File: src/rtl/alu_result_sel_pkg.sv
// Purpose: shared types and operation-channel codes for the ALU result selector.
// Latency: n/a (declarations only).
// Backpressure: n/a (declarations only).
//
// Contents: selector FSM state enum, op-code channel numbers, and a range-check helper.
package alu_sel_pkg;

    typedef enum logic {
        MANUAL = 1'b0,
        SCAN   = 1'b1
    } state_t;

    // Channel numbers of the operation units feeding the selector.
    localparam int OP_ADD    = 0;
    localparam int OP_SUB    = 1;
    localparam int OP_X2     = 2;
    localparam int OP_D2     = 3;
    localparam int OP_AND    = 4;
    localparam int OP_OR     = 5;
    localparam int OP_XOR    = 6;
    localparam int OP_NOT    = 7;
    localparam int OP_EQ     = 8;
    localparam int OP_GT     = 9;
    localparam int OP_LT     = 10;
    localparam int OP_MAX    = 11;
    localparam int OP_KNIGHT = 12;
    localparam int OP_SADD   = 13;
    localparam int OP_SSUB   = 14;
    localparam int OP_NONE   = 15;

    // True when a channel number addresses a real operation unit.
    function automatic logic chan_valid(input int chan, input int num_ops);
        return (chan >= 0) && (chan < num_ops);
    endfunction

endpackage

File: src/rtl/alu_result_sel_if.sv
// Purpose: bundles the operation-result bus and the display/LED outputs of the selector.
// Latency: n/a (wiring only).
// Backpressure: none; all signals are plain levels or single-cycle strobes.
//
// Signals: op_data/op_flag/op_dp_mask/led_pattern/sel/sel_load/scan_en (to selector),
//          result/led/dp_n/cur_sel/sel_changed (from selector), freeze when ALU_SEL_FREEZE_EN.
// master = operation units + controls side, slave = the selector itself.
interface alu_result_sel_if #(
    parameter int WIDTH   = 8,
    parameter int NUM_OPS = 16,
    parameter int SEL_W   = 4
);
    logic [NUM_OPS*WIDTH-1:0] op_data;
    logic [NUM_OPS-1:0]       op_flag;
    logic [NUM_OPS-1:0]       op_dp_mask;
    logic [WIDTH+1:0]         led_pattern;
    logic [SEL_W-1:0]         sel;
    logic                     sel_load;
    logic                     scan_en;
`ifdef ALU_SEL_FREEZE_EN
    logic                     freeze;
`endif
    logic [WIDTH-1:0]         result;
    logic [WIDTH+1:0]         led;
    logic                     dp_n;
    logic [SEL_W-1:0]         cur_sel;
    logic                     sel_changed;

    modport master (
        output op_data, op_flag, op_dp_mask, led_pattern, sel, sel_load, scan_en,
`ifdef ALU_SEL_FREEZE_EN
        output freeze,
`endif
        input  result, led, dp_n, cur_sel, sel_changed
    );

    modport slave (
        input  op_data, op_flag, op_dp_mask, led_pattern, sel, sel_load, scan_en,
`ifdef ALU_SEL_FREEZE_EN
        input  freeze,
`endif
        output result, led, dp_n, cur_sel, sel_changed
    );

endinterface

File: src/rtl/alu_result_sel_scan_tick_gen.sv
// Purpose: scan-step timer; counts 0..SCAN_TICKS-1 while enabled, pulses tick at terminal count.
// Latency: tick is combinational from the counter; counter wraps on the edge after tick.
// Backpressure: none; clr (or rst) forces the count to 0 and overrides en.
//
// Ports: clk, rst (sync, active-high), en (count), clr (sync clear), tick (terminal-count pulse).
module scan_tick_gen #(
    parameter int SCAN_TICKS = 50_000_000
) (
    input  logic clk,
    input  logic rst,
    input  logic en,
    input  logic clr,
    output logic tick
);
    localparam int CNT_W = (SCAN_TICKS > 2) ? $clog2(SCAN_TICKS) : 1;
    localparam logic [CNT_W-1:0] LAST = CNT_W'(SCAN_TICKS - 1);

    logic [CNT_W-1:0] cnt;

    assign tick = en && (cnt == LAST);

    always_ff @(posedge clk) begin
        if (rst || clr) begin
            cnt <= '0;
        end else if (en) begin
            cnt <= tick ? '0 : cnt + CNT_W'(1);
        end
    end

endmodule

File: src/rtl/alu_result_sel.sv
// Purpose: registered selector of one operation result for the 7-segment display and LED bank.
// Latency: one edge; outputs follow the next value of cur_sel, so they move with cur_sel.
// Backpressure: none; optional freeze (ALU_SEL_FREEZE_EN) holds the display outputs only.
//
// Ports: clk, rst (sync, active-high), bus (alu_result_sel_if.slave).
// Modes: MANUAL latches sel on sel_load; SCAN steps cur_sel every SCAN_TICKS clocks.
// Build option: define ALU_SEL_FREEZE_EN to add the freeze input on the interface.
module alu_result_sel
    import alu_sel_pkg::*;
#(
    parameter int WIDTH       = 8,
    parameter int NUM_OPS     = 16,
    parameter int SEL_W       = 4,
    parameter int SCAN_TICKS  = 50_000_000,
    parameter int LED_PASS_OP = OP_KNIGHT
) (
    input  logic              clk,
    input  logic              rst,
    alu_result_sel_if.slave   bus
);

    state_t           state;
    logic [SEL_W-1:0] cur_sel_q;
    logic [SEL_W-1:0] cur_sel_nxt;
    logic             cnt_en;
    logic             step;
    logic             out_upd;

    logic [WIDTH-1:0] res_nxt;
    logic [WIDTH+1:0] led_nxt;
    logic             dp_n_nxt;

    // Counter only runs while we are, and will stay, in SCAN; dropping scan_en on
    // the terminal-count cycle therefore clears it instead of producing a step.
    assign cnt_en = (state == SCAN) && bus.scan_en;

    scan_tick_gen #(
        .SCAN_TICKS (SCAN_TICKS)
    ) u_scan_tick (
        .clk  (clk),
        .rst  (rst),
        .en   (cnt_en),
        .clr  (!cnt_en),
        .tick (step)
    );

`ifdef ALU_SEL_FREEZE_EN
    assign out_upd = !bus.freeze;
`else
    assign out_upd = 1'b1;
`endif

    // Next selection. In MANUAL a load wins even when scan_en is also high; the
    // FSM enters SCAN on the same edge.
    always_comb begin
        cur_sel_nxt = cur_sel_q;
        case (state)
            MANUAL: begin
                if (bus.sel_load) begin
                    cur_sel_nxt = bus.sel;
                end
            end
            SCAN: begin
                if (step) begin
                    // >= also pulls an out-of-range manual value back into the loop.
                    if (32'(cur_sel_q) >= NUM_OPS - 1) begin
                        cur_sel_nxt = '0;
                    end else begin
                        cur_sel_nxt = cur_sel_q + SEL_W'(1);
                    end
                end
            end
            default: cur_sel_nxt = cur_sel_q;
        endcase
    end

    // Output mapping for the upcoming selection. Constant-index loop keeps the
    // mux free of variable part-selects.
    always_comb begin
        res_nxt  = '0;
        led_nxt  = '0;
        dp_n_nxt = 1'b1;
        if (chan_valid(32'(cur_sel_nxt), NUM_OPS)) begin
            if (32'(cur_sel_nxt) == LED_PASS_OP) begin
                led_nxt = bus.led_pattern;
            end else begin
                for (int k = 0; k < NUM_OPS; k++) begin
                    if (32'(cur_sel_nxt) == k) begin
                        res_nxt  = bus.op_data[k*WIDTH +: WIDTH];
                        led_nxt  = {bus.op_flag[k], 1'b0, bus.op_data[k*WIDTH +: WIDTH]};
                        dp_n_nxt = !(bus.op_flag[k] && bus.op_dp_mask[k]);
                    end
                end
            end
        end
    end

    always_ff @(posedge clk) begin
        if (rst) begin
            state           <= MANUAL;
            cur_sel_q       <= '0;
            bus.sel_changed <= 1'b0;
            bus.result      <= '0;
            bus.led         <= '0;
            bus.dp_n        <= 1'b1;
        end else begin
            case (state)
                MANUAL:  state <= bus.scan_en ? SCAN : MANUAL;
                SCAN:    state <= bus.scan_en ? SCAN : MANUAL;
                default: state <= MANUAL;
            endcase
            cur_sel_q       <= cur_sel_nxt;
            bus.sel_changed <= (cur_sel_nxt != cur_sel_q);
            if (out_upd) begin
                bus.result <= res_nxt;
                bus.led    <= led_nxt;
                bus.dp_n   <= dp_n_nxt;
            end
        end
    end

    assign bus.cur_sel = cur_sel_q;

endmodule
File: src/flat_wrapper.sv
// flat-port wrapper written by rule: the top's interface ports become plain ports
module alu_result_sel_flat import alu_sel_pkg::*;
#(
    parameter int WIDTH       = 8,
    parameter int NUM_OPS     = 16,
    parameter int SEL_W       = 4,
    parameter int SCAN_TICKS  = 50_000_000,
    parameter int LED_PASS_OP = OP_KNIGHT
)
  (clk, rst, bus_op_data, bus_op_flag, bus_op_dp_mask, bus_led_pattern, bus_sel, bus_sel_load, bus_scan_en, bus_result, bus_led, bus_dp_n, bus_cur_sel, bus_sel_changed);
  alu_result_sel_if #(.WIDTH(WIDTH), .NUM_OPS(NUM_OPS), .SEL_W(SEL_W)) bus_i ();
  input  logic clk;
  input  logic rst;
  input wire logic [$bits(bus_i.op_data)-1:0] bus_op_data;
  input wire logic [$bits(bus_i.op_flag)-1:0] bus_op_flag;
  input wire logic [$bits(bus_i.op_dp_mask)-1:0] bus_op_dp_mask;
  input wire logic [$bits(bus_i.led_pattern)-1:0] bus_led_pattern;
  input wire logic [$bits(bus_i.sel)-1:0] bus_sel;
  input wire logic [$bits(bus_i.sel_load)-1:0] bus_sel_load;
  input wire logic [$bits(bus_i.scan_en)-1:0] bus_scan_en;
  output wire logic [$bits(bus_i.result)-1:0] bus_result;
  output wire logic [$bits(bus_i.led)-1:0] bus_led;
  output wire logic [$bits(bus_i.dp_n)-1:0] bus_dp_n;
  output wire logic [$bits(bus_i.cur_sel)-1:0] bus_cur_sel;
  output wire logic [$bits(bus_i.sel_changed)-1:0] bus_sel_changed;
  assign bus_i.op_data = bus_op_data;
  assign bus_i.op_flag = bus_op_flag;
  assign bus_i.op_dp_mask = bus_op_dp_mask;
  assign bus_i.led_pattern = bus_led_pattern;
  assign bus_i.sel = bus_sel;
  assign bus_i.sel_load = bus_sel_load;
  assign bus_i.scan_en = bus_scan_en;
  assign bus_result = bus_i.result;
  assign bus_led = bus_i.led;
  assign bus_dp_n = bus_i.dp_n;
  assign bus_cur_sel = bus_i.cur_sel;
  assign bus_sel_changed = bus_i.sel_changed;
  alu_result_sel #(.WIDTH(WIDTH), .NUM_OPS(NUM_OPS), .SEL_W(SEL_W), .SCAN_TICKS(SCAN_TICKS), .LED_PASS_OP(LED_PASS_OP)) u_core (.clk(clk), .rst(rst), .bus(bus_i));
endmodule
File: config.mk
export PLATFORM = sky130hd
export DESIGN_NAME = alu_result_sel_flat
export DESIGN_NICKNAME = d
export VERILOG_FILES = /design/src/rtl/alu_result_sel_pkg.sv /design/src/rtl/alu_result_sel_if.sv /design/src/rtl/alu_result_sel_scan_tick_gen.sv /design/src/rtl/alu_result_sel.sv /design/src/flat_wrapper.sv
export SDC_FILE = /design/constraint.sdc
export NUM_CORES = 1
export LEC_CHECK = 0
export CAP_MARGIN = 40
export CORE_ASPECT_RATIO = 1.5
export CORE_MARGIN = 2
export CORE_UTILIZATION = 45
export CTS_BUF_LIST = sky130_fd_sc_hd__clkbuf_16
export DETAILED_ROUTE_END_ITERATION = 8
export GPL_TIMING_DRIVEN = 0
export HOLD_SLACK_MARGIN = 0.03
export PLACE_DENSITY = 0.88
export SYNTH_ARGS = -nofsm -noshare
export SYNTH_HDL_FRONTEND = slang
export SYNTH_SLANG_ARGS = --single-unit
File: constraint.sdc
create_clock -name clk -period 5.8 [get_ports clk]
set_clock_uncertainty 0.05 [all_clocks]
set_input_delay 1.16 -clock clk [delete_from_list [all_inputs] [get_ports clk]]
set_output_delay 1.16 -clock clk [all_outputs]
set_load 0.005 [all_outputs]
==> out/results.txt, run 1 <==
status -> completed
Synth warnings -> 0
post-synthesis compound-gate area fraction -> 31.26%
setup repair bufs after CTS -> 0
Post-synth EDFFs -> 0
PwrDens -> 183.5 nW/um^2
Max IR drop VDD -> 0.1920 mV
Post-route DRC -> 0
synthesized cell area -> 4086 um^2
via count -> 5684
vias in the first global route -> 5586
htree depth -> 2
Rel. slew slack -> 39.23%
cts repair resizes -> 0
Slew Limit Fails -> 0
Post-Synth Simple-Gate Area -> 27.68%
Seq/Total Area, Yosys -> 24.98%
core area -> 8828 um^2
IO Count -> 202
post-synthesis adder-cell area fraction -> 0.6124%
Final Cycle Share -> 86.00%
Inserted Diodes -> 0
number of CTS-inserted buffers -> 5
total wire length -> 19350 um
MaxCap Viol Count -> 0
Post-Syn Nets -> 753
clock slew at reported path FFs -> 70 ps
Routability Congestion -> 0.9699
vias per cell -> 6.437
Worst Setup Start Kind -> input port
Syn-to-layout area delta -> 54.07%
main combinational cell family by area after synthesis -> compound AO/OA/AOI/OAI gates
leakage power total -> 2.204 nW
die footprint -> 9875 um^2
first drt pass iteration count -> 8
Clock Path Buffers -> 2
hold_buf cts -> 0
root buf cell -> clkbuf_16
ys async rst share -> 0%
Initial Util -> 46.29%
RSZ-0062 raised after global routing -> false
Setup WS post-layout -> 812.0 ps
Routed WL per cell -> 21.91 um
CTS tree -> built
grt total ovfl -> 0
mean post-synth cell area -> 7.132 um^2
sequential cell area -> 1021 um^2
Post-Syn Instances -> 573
top achievable clock speed -> 0.2005 GHz
die width -> 81.81 um
setup TNS -> 0 ps
layout cells sized above 1 -> 6.339%
kind of critical path -> input port to register
XOR/XNOR share of the synthesized area -> 5.358%
Fill cells -> 733
Distinct cells, synth -> 66
clk_lat worst skew -> 300 ps
Die Y -> 120.7 um
Critical Path RT -> 5890 ps
global-route wire length before repair -> 28950 um
Setup WS pre-CTS -> 754.5 ps
worst slew pin tran -> 904.5 ps
antenna violations before repair -> 0
setup violators final -> 0
FF+latch count, synth -> 51
setup slack, reg-to-reg -> 1430 ps
# port buffers -> 191
ys flop type -> dfxtp_1
DRT iter0 DRCs -> 948
clk sinks -> 51
total track usage -> 38.38%
Detail Route Antenna Nets -> 0
Multi-input gate area -> 2816 um^2
hold slack -> 432.2 ps
largest net degree at the start of global routing -> 19
Data arrival, critical path -> 5080 ps
worst hold path type -> register to register
Post-DP HPWL -> 14660 um
nets -> 952
critical path fanouts, max -> 10
crit end category -> register
Fin. Hold Viols -> 0
min cycle time layout -> 4988 ps
mux share of post-synthesis cell area -> 4.011%
Site Rows -> 42
## cells in the mapped netlist (3+ instances only)
cell type / count / share of area, %
a21oi_1: 47 / 5.8
nor3_1: 26 / 3.2
nand2_1: 58 / 5.3
a22oi_1: 9 / 1.7
dfxtp_1: 51 / 25
and2_1: 3 / 0.46
a221oi_1: 7 / 1.5
o21ai_1: 10 / 1.2
buf_1: 5 / 0.46
buf_6: 3 / 0.83
mux2i_1: 13 / 3.2
a31oi_1: 21 / 3.2
nor4_1: 5 / 0.77
mux2_2: 3 / 0.83
and3b_1: 3 / 0.64
o22ai_1: 23 / 3.5
nor2_1: 58 / 5.3
o31ai_1: 8 / 1.5
a211oi_1: 11 / 2.0
and3_1: 10 / 1.5
inv_1: 14 / 1.3
xor2_1: 15 / 3.2
nand4_1: 8 / 1.2
o21ai_0: 37 / 4.5
clkbuf_1: 15 / 1.4
or2_2: 3 / 0.46
a21o_1: 3 / 0.55
buf_2: 13 / 1.6
xnor2_1: 10 / 2.1
and4_1: 3 / 0.64
nand3_1: 32 / 3.9
buf_4: 3 / 0.55
## per-layer routing
metal,vias up,wire length [um],GRT usage [%]
met2,476,8500,58.79
met5,-,0,0
met1,2527,6472,41.78
li1,2543,-,-
met3,138,2675,12.61
met4,0,1697,31.67
## power breakdown
| group | switching [W] | internal (W) | leakage (nW) |
|---|---|---|---|
| clock | 0.000150 | 0.000164 | 0.0719 |
| combinational | 0.000224 | 0.000230 | 1.72 |
| sequential | 0.0000144 | 0.000373 | 0.416 |
| total | 0.000388 | 0.000767 | 2.20 |
## flip-flops by register name (all words and copies together) (netlist names)
name	flops
u_core.bus.cur_sel	4
u_core.bus.led	10
u_core.bus.dp_n	1
u_core.u_scan_tick.cnt	26
u_core.bus.sel_changed	1
u_core.state	1
u_core.bus.result	8
## cell usage in the layout (no fill, tap or decap), types with 10 or more instances in the layout
| cell type | synthesis | layout |
|---|---|---|
| buf_2 | 13 | 13 |
| and3_1 | 10 | 10 |
| clkbuf_1 | 15 | 15 |
| mux2i_1 | 13 | 13 |
| nand2_1 | 58 | 58 |
| nor3_1 | 26 | 26 |
| inv_1 | 14 | 14 |
| xor2_1 | 15 | 15 |
| a31oi_1 | 21 | 21 |
| a211oi_1 | 11 | 11 |
| nor2_1 | 58 | 58 |
| o21ai_1 | 10 | 10 |
| dfxtp_1 | 51 | 51 |
| o21ai_0 | 37 | 37 |
| xnor2_1 | 10 | 10 |
| a21oi_1 | 47 | 47 |
| o22ai_1 | 23 | 23 |
| clkdlybuf4s50_1 | 0 | 191 |
| nand3_1 | 32 | 32 |
## area by class of cell
| class | count | share of cell area [%] |
|---|---|---|
| Clock inverter | 3 | 0.4372 |
| Buffer | 39 | 3.120 |
| Inverter | 14 | 0.8347 |
| Multi-Input combinational cell | 469 | 44.73 |
| Tap cell | 110 | 2.186 |
| Clock buffer | 5 | 1.987 |
| Timing Repair Buffer | 192 | 30.48 |
| Sequential cell | 51 | 16.22 |
## cells by family (layout without fill, tap and decap cells)
| kind of cell | after synthesis | count (layout) |
|---|---|---|
| adder cells (fa/ha/maj) | 2 | 2 |
| AND/OR/NAND/NOR | 228 | 228 |
| multiplexers | 16 | 16 |
| XOR/XNOR | 25 | 25 |
| buffers and inverters | 53 | 253 |
| AO/OA/AOI/OAI | 198 | 198 |
| flip-flops | 51 | 51 |
## critical path, stage by stage
cell,delay [ps]
clkdlybuf4s50_1,600
nand4_1,290
nor4_1,440
a21oi_1,150
clkbuf_1,290
nor2_1,630
buf_2,420
mux2i_1,220
o22ai_1,100
o21ai_0,600
a21oi_1,170
## per-stage QoR
stage | cells | total power [W] | cell area, um^2 | utilization [%]
3_5_place_dp | 875 | 0.0008282 | 6143 | 69.59
4_1_cts | 883 | 0.001137 | 6296 | 71.32
6_report | 883 | 0.001155 | 6296 | 71.32
3_3_place_gp | 874 | 0.0008209 | 6136 | 69.50
2_1_floorplan | 573 | 0.0005902 | 4086 | -
5_1_grt | 883 | 0.001191 | 6296 | 71.32
## path summary, 6_finish.rpt
kind	start	end	depth (start not counted)
max	bus_scan_en	u_core.bus.result[3]	11
min	u_core.u_scan_tick.cnt[0]	u_core.u_scan_tick.cnt[0]	1
max reg2reg	u_core.u_scan_tick.cnt[16]	u_core.bus.result[3]	10
min reg2reg	u_core.u_scan_tick.cnt[0]	u_core.u_scan_tick.cnt[0]	1
No activity file was read; power rests on OpenSTA's default activity.
==> inputs of run 2 (changes only) <==
- HOLD_SLACK_MARGIN: 0.03 -> 0.02
==> results of run 2 <==
The final DEF is identical to that of run 1; final timing and power are the same.
